`src/rtl/kw_fifo_pop_stage.sv`:
```
// Pop-side adapter: issues FIFO pops against the empty flag, absorbs the RAM read
// latency in a small circular buffer and presents a registered valid/ready stream.
module kw_fifo_pop_stage #(
    parameter int unsigned DATA_WIDTH   = 16,
    parameter int unsigned READ_LATENCY = 1,
    parameter int unsigned BUF_DEPTH    = READ_LATENCY + 1
) (
    input  logic                               clock,
    input  logic                               reset_n,
    input  logic                               fifo_empty,
    output logic                               fifo_pop_req,
    input  logic [DATA_WIDTH-1:0]              fifo_data,
    output logic                               m_valid,
    input  logic                               m_ready,
    output logic [DATA_WIDTH-1:0]              m_data,
    output logic [$clog2(BUF_DEPTH+1)-1:0]     buf_count,
    output logic [1:0]                         inflight
);

    localparam int unsigned CW = $clog2(BUF_DEPTH + 1);
    localparam int unsigned PW = (BUF_DEPTH > 1) ? $clog2(BUF_DEPTH) : 1;
    localparam int unsigned SW = 4;

    logic [DATA_WIDTH-1:0] r_mem [BUF_DEPTH];
    logic [PW-1:0]         r_rd_ptr;
    logic [PW-1:0]         r_wr_ptr;
    logic [CW-1:0]         r_count;
    logic                  r_valid;
    logic [DATA_WIDTH-1:0] r_head;

    logic                  w_take;
    logic                  w_pop;
    logic                  w_capture;
    logic [1:0]            w_inflight;
    logic [SW-1:0]         w_occ_net;
    logic [PW-1:0]         w_rd_ptr_nxt;
    logic [PW-1:0]         w_wr_ptr_nxt;
    logic [CW-1:0]         w_count_nxt;
    logic [DATA_WIDTH-1:0] w_head_nxt;

    function automatic logic [PW-1:0] ptr_inc(input logic [PW-1:0] p);
        return (p == PW'(BUF_DEPTH - 1)) ? '0 : p + PW'(1);
    endfunction

    // In-flight tracker: one pop-valid bit per cycle of read latency
    if (READ_LATENCY == 0) begin : g_lat0
        assign w_capture  = w_pop;
        assign w_inflight = 2'd0;
    end else begin : g_latn
        logic [READ_LATENCY-1:0] r_pend;

        always_ff @(posedge clock or negedge reset_n) begin
            if (!reset_n) begin
                r_pend <= '0;
            end else begin
                r_pend <= READ_LATENCY'({r_pend, w_pop});
            end
        end

        assign w_capture = r_pend[READ_LATENCY-1];

        always_comb begin
            w_inflight = 2'd0;
            for (int i = 0; i < int'(READ_LATENCY); i++) begin
                w_inflight = w_inflight + 2'(r_pend[i]);
            end
        end
    end

    // Pop only if the word is guaranteed a buffer slot once it lands
    assign w_take    = r_valid & m_ready;
    assign w_occ_net = SW'(r_count) + SW'(w_inflight) - SW'(w_take);
    assign w_pop     = reset_n & ~fifo_empty & (w_occ_net < SW'(BUF_DEPTH));

    assign w_rd_ptr_nxt = w_take    ? ptr_inc(r_rd_ptr) : r_rd_ptr;
    assign w_wr_ptr_nxt = w_capture ? ptr_inc(r_wr_ptr) : r_wr_ptr;
    assign w_count_nxt  = r_count + CW'(w_capture) - CW'(w_take);

    // Next head comes straight from the capture path when it lands on the new head slot
    assign w_head_nxt = (w_capture && (r_wr_ptr == w_rd_ptr_nxt)) ? fifo_data
                                                                   : r_mem[w_rd_ptr_nxt];

    always_ff @(posedge clock or negedge reset_n) begin
        if (!reset_n) begin
            for (int i = 0; i < int'(BUF_DEPTH); i++) begin
                r_mem[i] <= '0;
            end
            r_rd_ptr <= '0;
            r_wr_ptr <= '0;
            r_count  <= '0;
            r_valid  <= 1'b0;
            r_head   <= '0;
        end else begin
            if (w_capture) begin
                r_mem[r_wr_ptr] <= fifo_data;
            end
            r_rd_ptr <= w_rd_ptr_nxt;
            r_wr_ptr <= w_wr_ptr_nxt;
            r_count  <= w_count_nxt;
            r_valid  <= (w_count_nxt != '0);
            r_head   <= w_head_nxt;
        end
    end

    assign fifo_pop_req = w_pop;
    assign m_valid      = r_valid;
    assign m_data       = r_head;
    assign buf_count    = r_count;
    assign inflight     = w_inflight;

endmodule

```
`config.mk`:
```
export PLATFORM = sky130hd
export DESIGN_NAME = kw_fifo_pop_stage
export DESIGN_NICKNAME = d
export VERILOG_FILES = /design/src/rtl/kw_fifo_pop_stage.sv
export SDC_FILE = /design/constraint.sdc
export NUM_CORES = 1
export LEC_CHECK = 0
export ABC_AREA = 0
export CELL_PAD_IN_SITES_DETAIL_PLACEMENT = 1
export CELL_PAD_IN_SITES_GLOBAL_PLACEMENT = 1
export CORE_ASPECT_RATIO = 0.5
export CORE_UTILIZATION = 46
export CTS_CLUSTER_SIZE = 40
export DETAILED_ROUTE_END_ITERATION = 12
export PLACE_DENSITY = 0.95
export SETUP_SLACK_MARGIN = 0.3
export SYNTH_ARGS = -nofsm -noshare
export SYNTH_HDL_FRONTEND = slang
export SYNTH_SLANG_ARGS = --single-unit
```
`constraint.sdc`:
```
create_clock -name clock -period 5.9 [get_ports clock]
set_input_delay 1.18 -clock clock [delete_from_list [all_inputs] [get_ports clock]]
set_output_delay 1.18 -clock clock [all_outputs]
set_load 0.03 [all_outputs]
```
==> results of run 1 <==
synthesized netlist by cell type:
master | instances | share of area
dfrtp_1 | 54 | 0.58
mux2_2 | 54 | 0.26
mux2_4 | 10 | 0.064
inv_1 | 8 | 0.013
ha_1 | 4 | 0.021
nand2_1 | 3 | 0.0048
buf_2 | 2 | 0.0043
buf_4 | 2 | 0.0064
xor2_1 | 2 | 0.0075
a211oi_1 | 1 | 0.0032
buf_6 | 1 | 0.0048
clkbuf_1 | 1 | 0.0016
conb_1 | 1 | 0.0016
fa_1 | 1 | 0.0085
mux2i_2 | 1 | 0.0059
nand2b_1 | 1 | 0.0027
nand3b_1 | 1 | 0.0032
nor2_1 | 1 | 0.0016
xor2_4 | 1 | 0.012
critical path, delay by kind of cell:
family | cells | cell delay [ns]
AO/OA/AOI/OAI | 1 | 0.32
buffers and inverters | 5 | 1.36
adder cells (fa/ha/maj) | 3 | 1.03
AND/OR/NAND/NOR | 2 | 0.28
worst max path at each step:
stage,from,end,slack (ns),cells after the start
6_report,m_ready,fifo_pop_req,0.55,11
5_1_grt,m_ready,fifo_pop_req,0.44,11
4_1_cts,m_ready,fifo_pop_req,0.53,11
3_5_place_dp,m_ready,fifo_pop_req,0.57,11
3_3_place_gp,m_ready,fifo_pop_req,0.82,11
2_1_floorplan,m_ready,fifo_pop_req,1.44,9
per-layer routing:
| metal | track usage | wire, um | up-vias |
|---|---|---|---|
| met2 | 0.408 | 2770 | 30 |
| met1 | 0.273 | 2290 | 717 |
| met5 | 0 | 0 | - |
| met4 | 0.0798 | 116 | 0 |
| met3 | 0.0693 | 215 | 13 |
| li1 | - | - | 595 |
cell type report:
| cell class | count | area, um2 | share of cell area |
|---|---|---|---|
| tap | 66 | 82.6 | 0.0283 |
| timing repair buffer | 42 | 410 | 0.141 |
| inverter | 8 | 30.0 | 0.0103 |
| multi-input combinational | 81 | 930 | 0.319 |
| clock buffer | 8 | 110 | 0.0378 |
| sequential | 54 | 1350 | 0.464 |
per-stage QoR:
| step | instance area (um2) | power [mW] | utilization |
|---|---|---|---|
| 6_report | 2910 | 1.79 | 0.628 |
| 2_1_floorplan | 2350 | 1.25 | - |
| 3_3_place_gp | 2800 | 1.46 | 0.605 |
| 5_1_grt | 2910 | 1.88 | 0.628 |
| 4_1_cts | 2910 | 1.80 | 0.628 |
| 3_5_place_dp | 2800 | 1.55 | 0.605 |
registers in the layout, indices dropped and copies added (netlist names):
| register | cells |
|---|---|
| g_latn.r_pend | 1 |
| buf_count | 2 |
| r_rd_ptr | 1 |
| r_mem | 32 |
| m_valid | 1 |
| m_data | 16 |
| r_wr_ptr | 1 |
layout by cell type, fill, tap and decap left out, types with 2 or more instances in the layout:
master / instances
nand2_1: 3
buf_4: 2
ha_1: 4
inv_1: 8
dfrtp_1: 54
mux2_4: 10
mux2_2: 54
clkdlybuf4s50_1: 39
xor2_1: 2
clkbuf_8: 8
power groups by stage:
stage                     registers [mW]  clock network, mW  logic [mW]
after floorplan                    0.764                  0       0.486
after global placement             0.640                  0       0.816
after detailed placement           0.667                  0       0.880
after CTS                          0.665              0.242       0.894
after global routing               0.683              0.259       0.937
final                              0.664              0.240       0.887
logic make-up after synthesis:
family | count (synthesis)
XOR/XNOR | 3
other | 1
AND/OR/NAND/NOR | 6
multiplexers | 65
AO/OA/AOI/OAI | 1
flip-flops | 54
adder cells (fa/ha/maj) | 5
buffers and inverters | 14
==> reports/qor.yml, run 1 <==
synth-simple-area-share: 0.0123
cts_inserted_buffers: 5
tightestPinTransition_ns: 1.01
hp-start: "r_mem[10]"
worst_r2r_endpoint: "m_data[1]"
ir_drop_v: 0.000268
fill_cells: 431
synth_compound_area_frac: 0.00320
crit_chain: "clkdlybuf4s50_1, nand2_1, inv_1, ha_1, inv_1, ha_1, inv_1, fa_1, nand3b_1, a211oi_1, clkdlybuf4s50_1"
areaGrowthSynthToFinish_pct: 24.1
dieArea_um2: 5410
initial_core_util: 0.506
rows: 17
postSynthNetCount: 174
syn_inst: 149
placed_cells: 251
place_ws_ns: 0.567
fin_nets: 217
min_period_ns: 5.35
r2r_start: "m_valid"
cpMostUsedCell: "inv_1"
cap_violations: 0
post_cts_buffers: 0
final_max_slew_viol_count: 0
critical_path.slowest_cell: "clkdlybuf4s50_1"
vias: 1355
cp_data_required_time_ns: 4.72
setup_viol: 0
p_sw_uw: 639
yosys_warnings: 0
r2r_slack_ns: 3.07
drt-pass1-iter-count: 4
finalSetupTns_ns: 0
portBuffers: 40
synth-xor-area-share: 0.0192
grt-ovfl-total: 0
clock_latency_ns: 0.32
p_clk_frac: 0.134
clkTransAtPathRegs_ns: 0.09
whs_path_depth: 1
critPathLaunchType: "input port"
p_per_area_nw_per_um2: 614
status: "complete, no violations"
postRouteAntennaNets: 0
timing.slew.headroom: 0.326
cts_resized: 0
combPwrFrac: 0.495
worstSetupPathType: "input port to output port"
cts_tree: "yes"
final_hold_viol_count: 0
cts_buffer_depth: 2
gp_congestion: 0.893
die_w_um: 103
critical_path_arrival_ns: 4.17
drt-total-wl_mm: 5.40
rr_worst_depth: 5
post_route_cells_drive_above_1_share: 0.404
cp_max_fo: 3
htree_levels: 2
post-route-drc-count: 0
p_seq_frac: 0.371
ctsHoldBuffers: 0
syn_avg_cell_area_um2: 15.8
p_leak_nw: 1.30
holdPathEnd: "r_mem[10]"
grt_pass1_vias: 1534
core-area_um2: 4640
synth_top_family_by_area: "multiplexers"
endpoint_kind: "output port"
ys_types: 19
synth-adder-area-share: 0.0298
clock_skew_ns: 0.00609
antenna_found_initial: 0
holdWs_ns: 0.514
antennaDiodeCount: 0
finalNonFillerCells: 259
holdCritPathClass: "flip-flop to flip-flop"
period_share: 0.907
worst_slack_ns: 0.552
rsz0062_at_grt: "false"
grt_max_degree: 55
yosysSeqAreaShare: 0.575
cts_sinks: 54
synth.area.mux_share: 0.329
syn_area_um2: 2350
synth_seq_cells: 54
viasPerCell: 5.23
grt_use_total: 0.231
p_int_mw: 1.15
clock.fmax_ghz: 0.187
grt_pass1_wl_mm: 8.61
cpPeakStageDelay_ns: 0.75
switching_share: 0.357
die_h_um: 52.5
drt_iter0_markers: 71
routedWlPerCell_um: 20.8
hpwl_mm: 3.72
cts-root-buf: "clkbuf_8"
ios: 42
(Power assumes the default switching activity.)
==> run 2: changes to the inputs <==
CTS_CLUSTER_DIAMETER = 50   (was default)
PLACE_DENSITY = default   (was 0.95)
PLACE_DENSITY_LB_ADDON = 0.1   (was default)
==> reports/qor.yml, run 2 (same netlist as run 1, synthesis figures left out) <==
ir_drop_v: 0.000224  # -16%
clkTransAtPathRegs_ns: 0.09  # about the same
post_route_cells_drive_above_1_share: 0.401  # -0.00310
grt_pass1_vias: 1403  # -8.5%
htree_levels: 2  # unchanged
cap_violations: 0  # unchanged
p_leak_nw: 1.29  # -1.0%
finalSetupTns_ns: 0  # unchanged
holdPathEnd: "r_mem[21]"
holdCritPathClass: "flip-flop to flip-flop"
grt_use_total: 0.181  # -0.0497
whs_path_depth: 1  # unchanged
r2r_slack_ns: 3.38  # +0.31 ns
drt-pass1-iter-count: 3  # -1
cts_tree: "yes"
fill_cells: 468  # +8.6%
finalPower_mw: 1.70  # -5.3%
cp_data_required_time_ns: 4.72  # about the same
final_hold_viol_count: 0  # unchanged
cts-root-buf: "clkbuf_8"
antenna_found_initial: 0  # unchanged
final_area_um2: 2900  # -0.47%
initial_core_util: 0.506  # unchanged
grt_pass1_wl_mm: 6.94  # -19%
clock_latency_ns: 0.31  # about the same
grt-ovfl-total: 0  # unchanged
hpwl_mm: 2.75  # -26%
cp_max_fo: 3  # unchanged
clock.fmax_ghz: 0.194  # +3.6%
rsz0062_at_grt: "false"
fin_nets: 216  # -0.46%
status: "complete, no violations"
postRouteAntennaNets: 0  # unchanged
cts_sinks: 54  # unchanged
cts_resized: 0  # unchanged
r2r_start: "m_valid"
vias: 1285  # -5.2%
worstSetupPathType: "input port to output port"
rr_worst_depth: 4  # -1
hp-start: "r_mem[21]"
critical_path_arrival_ns: 3.98  # -0.19 ns
rows: 17  # unchanged
period_share: 0.875  # -0.0318
drt_iter0_markers: 9  # -87%
p_per_area_nw_per_um2: 585  # -4.8%
clock_skew_ns: 0.00776  # +0.00167 ns
grt_max_degree: 55  # unchanged
dieArea_um2: 5410  # unchanged
post_cts_buffers: 0  # unchanged
ctsHoldBuffers: 0  # unchanged
final_max_slew_viol_count: 0  # unchanged
areaGrowthSynthToFinish_pct: 23.5
portBuffers: 40  # unchanged
ios: 42  # unchanged
die_w_um: 103  # unchanged
drt-total-wl_mm: 4.17  # -23%
antennaDiodeCount: 0  # unchanged
endpoint_kind: "output port"
placed_cell_area_um2: 2810  # about the same
post-route-drc-count: 0  # unchanged
setup_viol: 0  # unchanged
min_period_ns: 5.16  # -0.188 ns
tightestPinTransition_ns: 1.03  # +0.0182 ns
cts_buffer_depth: 2  # unchanged
core-area_um2: 4640  # unchanged
critPathLaunchType: "input port"
layout_common_cells: "mux2_2, dfrtp_1, clkdlybuf4s50_1"
gp_congestion: 0.728  # -19%
timing.slew.headroom: 0.314  # -0.0122
worst_r2r_endpoint: "m_data[15]"
routedWlPerCell_um: 16.2  # -22%
top_register: "r_mem"
viasPerCell: 4.98  # -4.8%
die_h_um: 52.5  # unchanged
largest_register_ffs: 32  # unchanged
cts_inserted_buffers: 5  # unchanged
==> run 2: worst max path at each step <==
stage          slack [ns]      endpoint    start
2_1_floorplan        1.44  fifo_pop_req  m_ready
3_3_place_gp         0.82  fifo_pop_req  m_ready
3_5_place_dp         0.72  fifo_pop_req  m_ready
4_1_cts              0.72  fifo_pop_req  m_ready
5_1_grt              0.59  fifo_pop_req  m_ready
6_report             0.74  fifo_pop_req  m_ready
==> run 2: worst max-delay path: stages <==
cell and delay (ns):
clkdlybuf4s50_1 0.40, nand2_1 0.16, inv_1 0.07, ha_1 0.27, inv_1 0.06, ha_1 0.15
inv_1 0.05, fa_1 0.54, nand3b_1 0.09, a211oi_1 0.28, clkdlybuf4s50_1 0.72
==> run 2: final cells by class <==
cell class / count / area [um2] / area share
clock buffer: 6 / 82.6 / 0.0285
clock inverter: 2 / 12.5 / 0.00431
inverter: 8 / 30.0 / 0.0104
multi-input combinational: 81 / 938 / 0.324
sequential: 54 / 1350 / 0.466
tap: 66 / 82.6 / 0.0285
timing repair buffer: 41 / 403 / 0.139
==> run 2: layer usage <==
layer / GRT usage / share of wire / vias up
met5: 0 / 0 / -
met4: 0.0845 / 0.013 / 0
met3: 0.0493 / 0.041 / 5
met2: 0.290 / 0.46 / 25
met1: 0.233 / 0.48 / 663
li1: - / - / 592
==> run 2: through the flow <==
stage                     std cells  hold WS (ns)  worst slack [ns]  utilization
after floorplan                 149         0.463              1.44            -
after global placement          250         0.484             0.818        0.605
after detailed placement        250         0.494             0.717        0.605
after CTS                       258         0.517             0.715        0.625
after global routing            258         0.530             0.593        0.625
final                           258         0.511             0.739        0.625
==> run 2: power breakdown <==
group | switching [mW] | total [mW] | internal [mW]
registers | 0.0857 | 0.644 | 0.558
logic | 0.367 | 0.838 | 0.471
clock network | 0.119 | 0.214 | 0.0945
